--- src/rtl/hc595_ctrl.sv ---
// hc595_ctrl: serialises a 16-bit {seg, sel} frame into two daisy-chained
// 74HC595s. Frames run back to back (16 x SHCP_DIV sys_clk cycles each); the
// inputs are snapshotted at the end of every frame so a frame never tears.
// All outputs are registered one cycle behind the counter state.
// Optional build macro: HC595_OE_BLANK_EN keeps oe high until the first
// valid latch; without it oe is high only while reset is asserted.
module hc595_ctrl #(
  parameter int SHCP_DIV = 4
) (
  input  logic       sys_clk,
  input  logic       sys_rst_n,
  input  logic [7:0] seg,
  input  logic [7:0] sel,
  output logic       ds,
  output logic       shcp,
  output logic       stcp,
  output logic       oe
);

  localparam int              FRAME_BITS = 16;
  localparam int              DIV_W      = $clog2(SHCP_DIV);
  localparam logic [DIV_W-1:0] DIV_LAST  = DIV_W'(SHCP_DIV - 1);
  localparam logic [DIV_W-1:0] DIV_HALF  = DIV_W'(SHCP_DIV / 2);
  localparam logic [3:0]      BIT_LAST   = 4'(FRAME_BITS - 1);
  localparam logic [15:0]     SHADOW_RST = 16'hFF00;

  generate
    if (SHCP_DIV < 2 || (SHCP_DIV % 2) != 0) begin : g_bad_div
      $error("hc595_ctrl: SHCP_DIV must be even and >= 2");
    end
  endgenerate

  logic [DIV_W-1:0] div_cnt_q, div_cnt_d;
  logic [3:0]       bit_cnt_q, bit_cnt_d;
  logic [15:0]      shadow_q, shadow_d;
  logic             first_done_q, first_done_d;
  logic             ds_q, ds_d;
  logic             shcp_q, shcp_d;
  logic             stcp_q, stcp_d;
  logic             oe_q, oe_d;

  logic             slot_end;
  logic             frame_end;

  // Frame boundary decode shared by the counters, shadow load and first_done.
  always_comb begin
    slot_end  = (div_cnt_q == DIV_LAST);
    frame_end = slot_end && (bit_cnt_q == BIT_LAST);
  end

  // Counters, snapshot register and first-frame flag.
  always_comb begin
    div_cnt_d    = div_cnt_q;
    bit_cnt_d    = bit_cnt_q;
    shadow_d     = shadow_q;
    first_done_d = first_done_q;

    if (slot_end) begin
      div_cnt_d = '0;
      bit_cnt_d = bit_cnt_q + 4'd1;
    end else begin
      div_cnt_d = div_cnt_q + DIV_W'(1);
    end

    if (frame_end) begin
      shadow_d     = {seg, sel};
      first_done_d = 1'b1;
    end
  end

  // Output pins, each derived from the current counter state so they lag it
  // by exactly one cycle. ds moves on div_cnt==0, i.e. as shcp falls.
  always_comb begin
    ds_d   = ds_q;
    shcp_d = (div_cnt_q >= DIV_HALF);
    stcp_d = first_done_q && (bit_cnt_q == '0) && (div_cnt_q < DIV_HALF);
`ifdef HC595_OE_BLANK_EN
    oe_d   = oe_q && !stcp_q;
`else
    oe_d   = 1'b0;
`endif

    if (div_cnt_q == '0) begin
      ds_d = shadow_q[BIT_LAST - bit_cnt_q];
    end
  end

  // State register with asynchronous active-low reset.
  always_ff @(posedge sys_clk or negedge sys_rst_n) begin
    if (!sys_rst_n) begin
      div_cnt_q    <= '0;
      bit_cnt_q    <= '0;
      shadow_q     <= SHADOW_RST;
      first_done_q <= 1'b0;
      ds_q         <= 1'b0;
      shcp_q       <= 1'b0;
      stcp_q       <= 1'b0;
      oe_q         <= 1'b1;
    end else begin
      div_cnt_q    <= div_cnt_d;
      bit_cnt_q    <= bit_cnt_d;
      shadow_q     <= shadow_d;
      first_done_q <= first_done_d;
      ds_q         <= ds_d;
      shcp_q       <= shcp_d;
      stcp_q       <= stcp_d;
      oe_q         <= oe_d;
    end
  end

  assign ds   = ds_q;
  assign shcp = shcp_q;
  assign stcp = stcp_q;
  assign oe   = oe_q;

endmodule

--- config.mk ---
export PLATFORM = sky130hd
export DESIGN_NAME = hc595_ctrl
export DESIGN_NICKNAME = d
export VERILOG_FILES = /design/src/rtl/hc595_ctrl.sv
export SDC_FILE = /design/constraint.sdc
export NUM_CORES = 1
export LEC_CHECK = 0
export BUFFER_PORTS_ARGS = -buffer_cell sky130_fd_sc_hd__buf_2
export CORE_MARGIN = 2
export CORE_UTILIZATION = 30
export CTS_BUF_LIST = sky130_fd_sc_hd__clkbuf_4
export DETAILED_ROUTE_END_ITERATION = 7
export PLACE_DENSITY_LB_ADDON = 0.2
export SYNTH_ARGS = -nofsm -noshare
export SYNTH_HDL_FRONTEND = slang
export SYNTH_SLANG_ARGS = --single-unit
export TNS_END_PERCENT = 5
--- constraint.sdc ---
create_clock -name sys_clk -period 2.4 [get_ports sys_clk]
set_input_delay 0.24 -clock sys_clk [delete_from_list [all_inputs] [get_ports sys_clk]]
set_output_delay 0.24 -clock sys_clk [all_outputs]
set_load 0.1 [all_outputs]
Yosys cells after proc, flatten, opt, wreduce, memory -nomap -nowiden --
Cells that the tools add are included.
Storage, ports and cells: bits in registers 27, word-level logic and storage cells 24
Cells by class: $add $sub $neg 3, magnitude comparators 3, equality and inequality tests 2, multiplexer cells 3, reduce and logical (&&, ||, !) cells 5
Operator list (count):
- < comparator 4 x 5 -> 1 bit (second input constant) | 1
- adder 4 x 1 -> 4 bit (second input constant) | 1
- binary-select mux 1 bit (select 4 bit) | 1
- equality test 4 bit (second input constant) | 1
- zero test 4 bit | 1
- subtractor 4 bit (first input constant) | 1
- logical AND 1 bit | 3
- adder 2 x 1 -> 2 bit (second input constant) | 1
- equality test 2 bit (second input constant) | 1
- greater-or-equal comparator 2 bit (second input constant) | 1
- zero test 2 bit | 1
- < comparator 2 bit (second input constant) | 1
- two-way mux 2 bit | 1
- two-way mux 1 bit | 1

Longest topological paths before layout --
depth in word-level cells 3, mapped depth 5, mapped depth without buffers 5

Least setup slack after synthesis --
Ideal clock, no wire load.
path kind register to register, start point reg div_cnt_q[1], end point reg shadow_q[5], data arrival time 1.461 ns, required time 2.275 ns, slack 0.814 ns, stages on the path, launching flop included 6, buffers on the path 2, path through dfrtp_1 > ha_1 > buf_2 > nand4_2 > buf_2 > mux2_2
On the way: word-level cells in the longest chain between the ends 2
RTL lines:
- start: declaration | RTL line 33 | logic [DIV_W-1:0] div_cnt_q, div_cnt_d;
- start signal: assignment | RTL line 100 | div_cnt_q <= div_cnt_d;
- equality test 2 bit | RTL line 47 | slot_end = (div_cnt_q == DIV_LAST);
- logical AND 1 bit | RTL line 48 | frame_end = slot_end && (bit_cnt_q == BIT_LAST);
- end signal: assignment | RTL line 102 | shadow_q <= shadow_d;
- end: declaration | RTL line 35 | logic [15:0] shadow_q, shadow_d;
Every way passes these cells. A chain may end at the register's enable or synchronous reset.

Worst setup path in the final report --
start point reg bit_cnt_q[0], end point reg shadow_q[2]
On the way: word-level cells in the longest chain between the ends 2
RTL lines:
- start: declaration | RTL line 34 | logic [3:0] bit_cnt_q, bit_cnt_d;
- start signal: assignment | RTL line 101 | bit_cnt_q <= bit_cnt_d;
- equality test 4 bit | RTL line 48
- logical AND 1 bit | RTL line 48
Every way passes these cells.

==> impl_results.md <==
* Area leader, netlist: dfrtp_1
* PD cells at 528 mW/mm^2
* Grt peak-use layer: met2
* Ant. Diodes at 0
* Largest cells by area after synthesis: dfrtp_1 (37%), dfstp_2 (19%), mux2_2 (15%)
* Wire per inst at 12.0 um
* CP max stage delay at 0.60 ns
* Met3 usage at 2.47%
* Synth Net Count at 105
* CTS root buf: clkbuf_4
* Crit-path cells: ha_1 > nand4_2 > mux2_2
* HPWL Detailed at 1.37 mm
* Die width at 67.9 um
* Fmax at 0.543 GHz
* Fin. Hold Viols at 0
* Vias in the first global route at 725
* CTS Sinks at 27
* Fraction of layout cells with a size suffix above 1 at 52.9%
* Sequential-to-total area share from yosys stat at 56.1%
* First-pass GRT wire length at 3.24 mm
* Reg2Reg Launch Point: bit_cnt_q[0]
* RSZ-0062 raised after global routing: false
* CP Capture Type: flop
* Grt met1 use at 11.7%
* Status: complete, no violations
* Synthesized flop and latch total at 27
* Gpl congestion at 0.632
* Gr usage total at 9.41%
* Pre-antenna DRT Iters at 3
* Number of H-tree levels at 1
* Area Overhead vs Synth at 13.9%
* Commonest non-fill, non-tap cells in the layout: buf_2 (21), dfrtp_1 (18), mux2_2 (16), dfstp_2 (9), ha_1 (5)
* Vias per std cell at 4.43
* Unique masters post-synth at 28
* WHS at 0.117 ns
* Worst-margin pin slew at 0.592 ns
* Worst Setup SP: bit_cnt_q[0]
* Core area at 0.00397 mm^2
* Synth top area share at 36.8%
* Final setup vio count at 0
* CTS tree: built
* Final-report max-slew violation count at 0
* Most common cell after layout, fill and taps aside: buf_2
* Rel. slew slack at 60.5%
* Fin crit share at 76.8%
* Min-delay src: seg[0]
* Gr ovfl total at 0
* Starting density of the core at 30.8%
* Iter 0 DRT Violations at 4
* Ports at 22
* Min-delay worst type: input port to flop
* Largest net degree at the start of global routing at 28
* Filler cells at 405
* FP Rows at 23
* Clock slew at reported path FFs at 0.14 ns
* Via count at 682
* Die Span Y at 67.9 um
* GR met2 Demand/Resource at 15.6%
* Slowest CP cell: dfrtp_1
* Clk_lat worst skew at 0.32 ns
* Post-DRT Antenna Nets at 0
* Setup TNS at 0 ns
* Setup Skew at 0.00420 ns
* CP Launch Type: flop
* Max_cap viols at 0
* Min cycle time layout at 1.84 ns
* Total Nets Final at 128
* Mapped Area at 0.00122 mm^2
* I/O Buffers at 21
* Worst path required time at 2.62 ns
* Routed wire length at 1.85 mm
* Crit Path Category: flop to flop
* Worst EP arrival at 2.07 ns
* Residual DRC at 0
* Die footprint at 0.00461 mm^2
* Mean Syn Cell Area at 14.9 um^2
* CTS buffer count at 3
* Post-layout util at 35.1%
* # resized after CTS at 0
* Bufs on Longest Clock Path at 2
* Critical-path maximum fanout at 17
* Syn. warnings at 0
* Antenna violations before repair at 0
* Post-Synthesis Cells at 82
* Worst VDD drop at 0.159 mV
* P_leak at 0.641 nW
[worst max-delay path, delay by kind of cell, from the launching register on]
| family | cells | cell delay, ns |
|---|---|---|
| multiplexers | 1 | 0.44 |
| AND/OR/NAND/NOR | 1 | 0.44 |
| adder cells (fa/ha/maj) | 1 | 0.25 |
| flip-flops | 1 | 0.60 |
[routing by layer]
| layer | up-vias | part of all wire, % | wire (um) |
|---|---|---|---|
| met3 | 4 | 4.0 | 74 |
| met1 | 332 | 46 | 850 |
| met4 | 0 | 1.6 | 29 |
| met2 | 16 | 48 | 893 |
| met5 | - | 0 | 0 |
| li1 | 330 | - | - |
[cells in the mapped netlist]
| library cell | instances |
|---|---|
| nor2_1 | 3 |
| mux4_2 | 1 |
| nor3_1 | 1 |
| and3_1 | 1 |
| a311oi_1 | 1 |
| nand4_2 | 1 |
| buf_6 | 1 |
| a2111oi_2 | 1 |
| mux2i_1 | 2 |
| nand2_1 | 2 |
| conb_1 | 1 |
| clkbuf_8 | 1 |
| and4b_1 | 1 |
| or2b_2 | 1 |
| mux4_1 | 2 |
| buf_2 | 2 |
| nand2b_1 | 1 |
| o21ai_0 | 1 |
| xnor2_1 | 2 |
| dfrtp_1 | 18 |
| xor2_1 | 1 |
| inv_1 | 4 |
| or2_2 | 1 |
| ha_1 | 5 |
| dfstp_2 | 9 |
| mux2_1 | 1 |
| nand4_1 | 1 |
| mux2_2 | 16 |
[flip-flops by register name, indices dropped and copies added (netlist names)]
register and cells:
oe 1, shadow_q 16, ds 1, bit_cnt_q 4, shcp 1, div_cnt_q 2, first_done_q 1, stcp 1
[area by class of cell]
cell class	count	area, um^2	share of cell area [%]
flip-flops and latches	27	687	49.2
well taps	50	62.6	4.48
clock buffers	3	22.5	1.61
clock inverters	1	5.00	0.359
multi-input cells	47	488	35.0
repair buffers	22	115	8.25
inverters	4	15.0	1.08
[final timing paths]
path	to	slack (ns)	cells after the start
setup / recovery	shadow_q[2]	0.56	3
hold / removal	shadow_q[8]	0.12	2
setup reg to reg	shadow_q[2]	0.56	3
hold reg to reg	div_cnt_q[0]	0.46	1
max in group asynchronous	shadow_q[3]	1.58	2
min in group asynchronous	shcp	0.43	2
[through the flow]
stage	instance area, um^2	total power, mW	std cells	setup slack (ns)
CTS	1400	0.754	154	0.509
global route	1400	0.776	154	0.344
finish	1400	0.736	154	0.558
floorplan	1220	0.521	82	0.814
detailed placement	1360	0.550	149	0.526
global placement	1360	0.548	149	0.555
[cells by family (layout without fill, tap and decap cells)]
family,after synthesis,count (layout),share of synthesized area (%)
buf+inv,8,30,4.09
fa+ha+maj,5,5,5.11
flops,27,27,56.1
simple gates,13,13,6.54
mux,22,22,23.4
compound gates,3,3,2.35
other cells,1,1,0.306
xor+xnor,3,3,2.15
[power breakdown]
group | internal (mW) | total, mW | switching [mW]
Sequential | 0.476 | 0.484 | 0.00709
Clock | 0.0625 | 0.195 | 0.133
Combinational | 0.0268 | 0.0578 | 0.0311
Total | 0.566 | 0.736 | 0.171
[what timing repair did]
| item | in CTS | in global routing |
|---|---|---|
| hold endpoints to repair | 18 | 0 |
| hold buffers | 1 | 0 |
| setup buffers | 0 | 0 |
(Power assumes the default switching activity.)
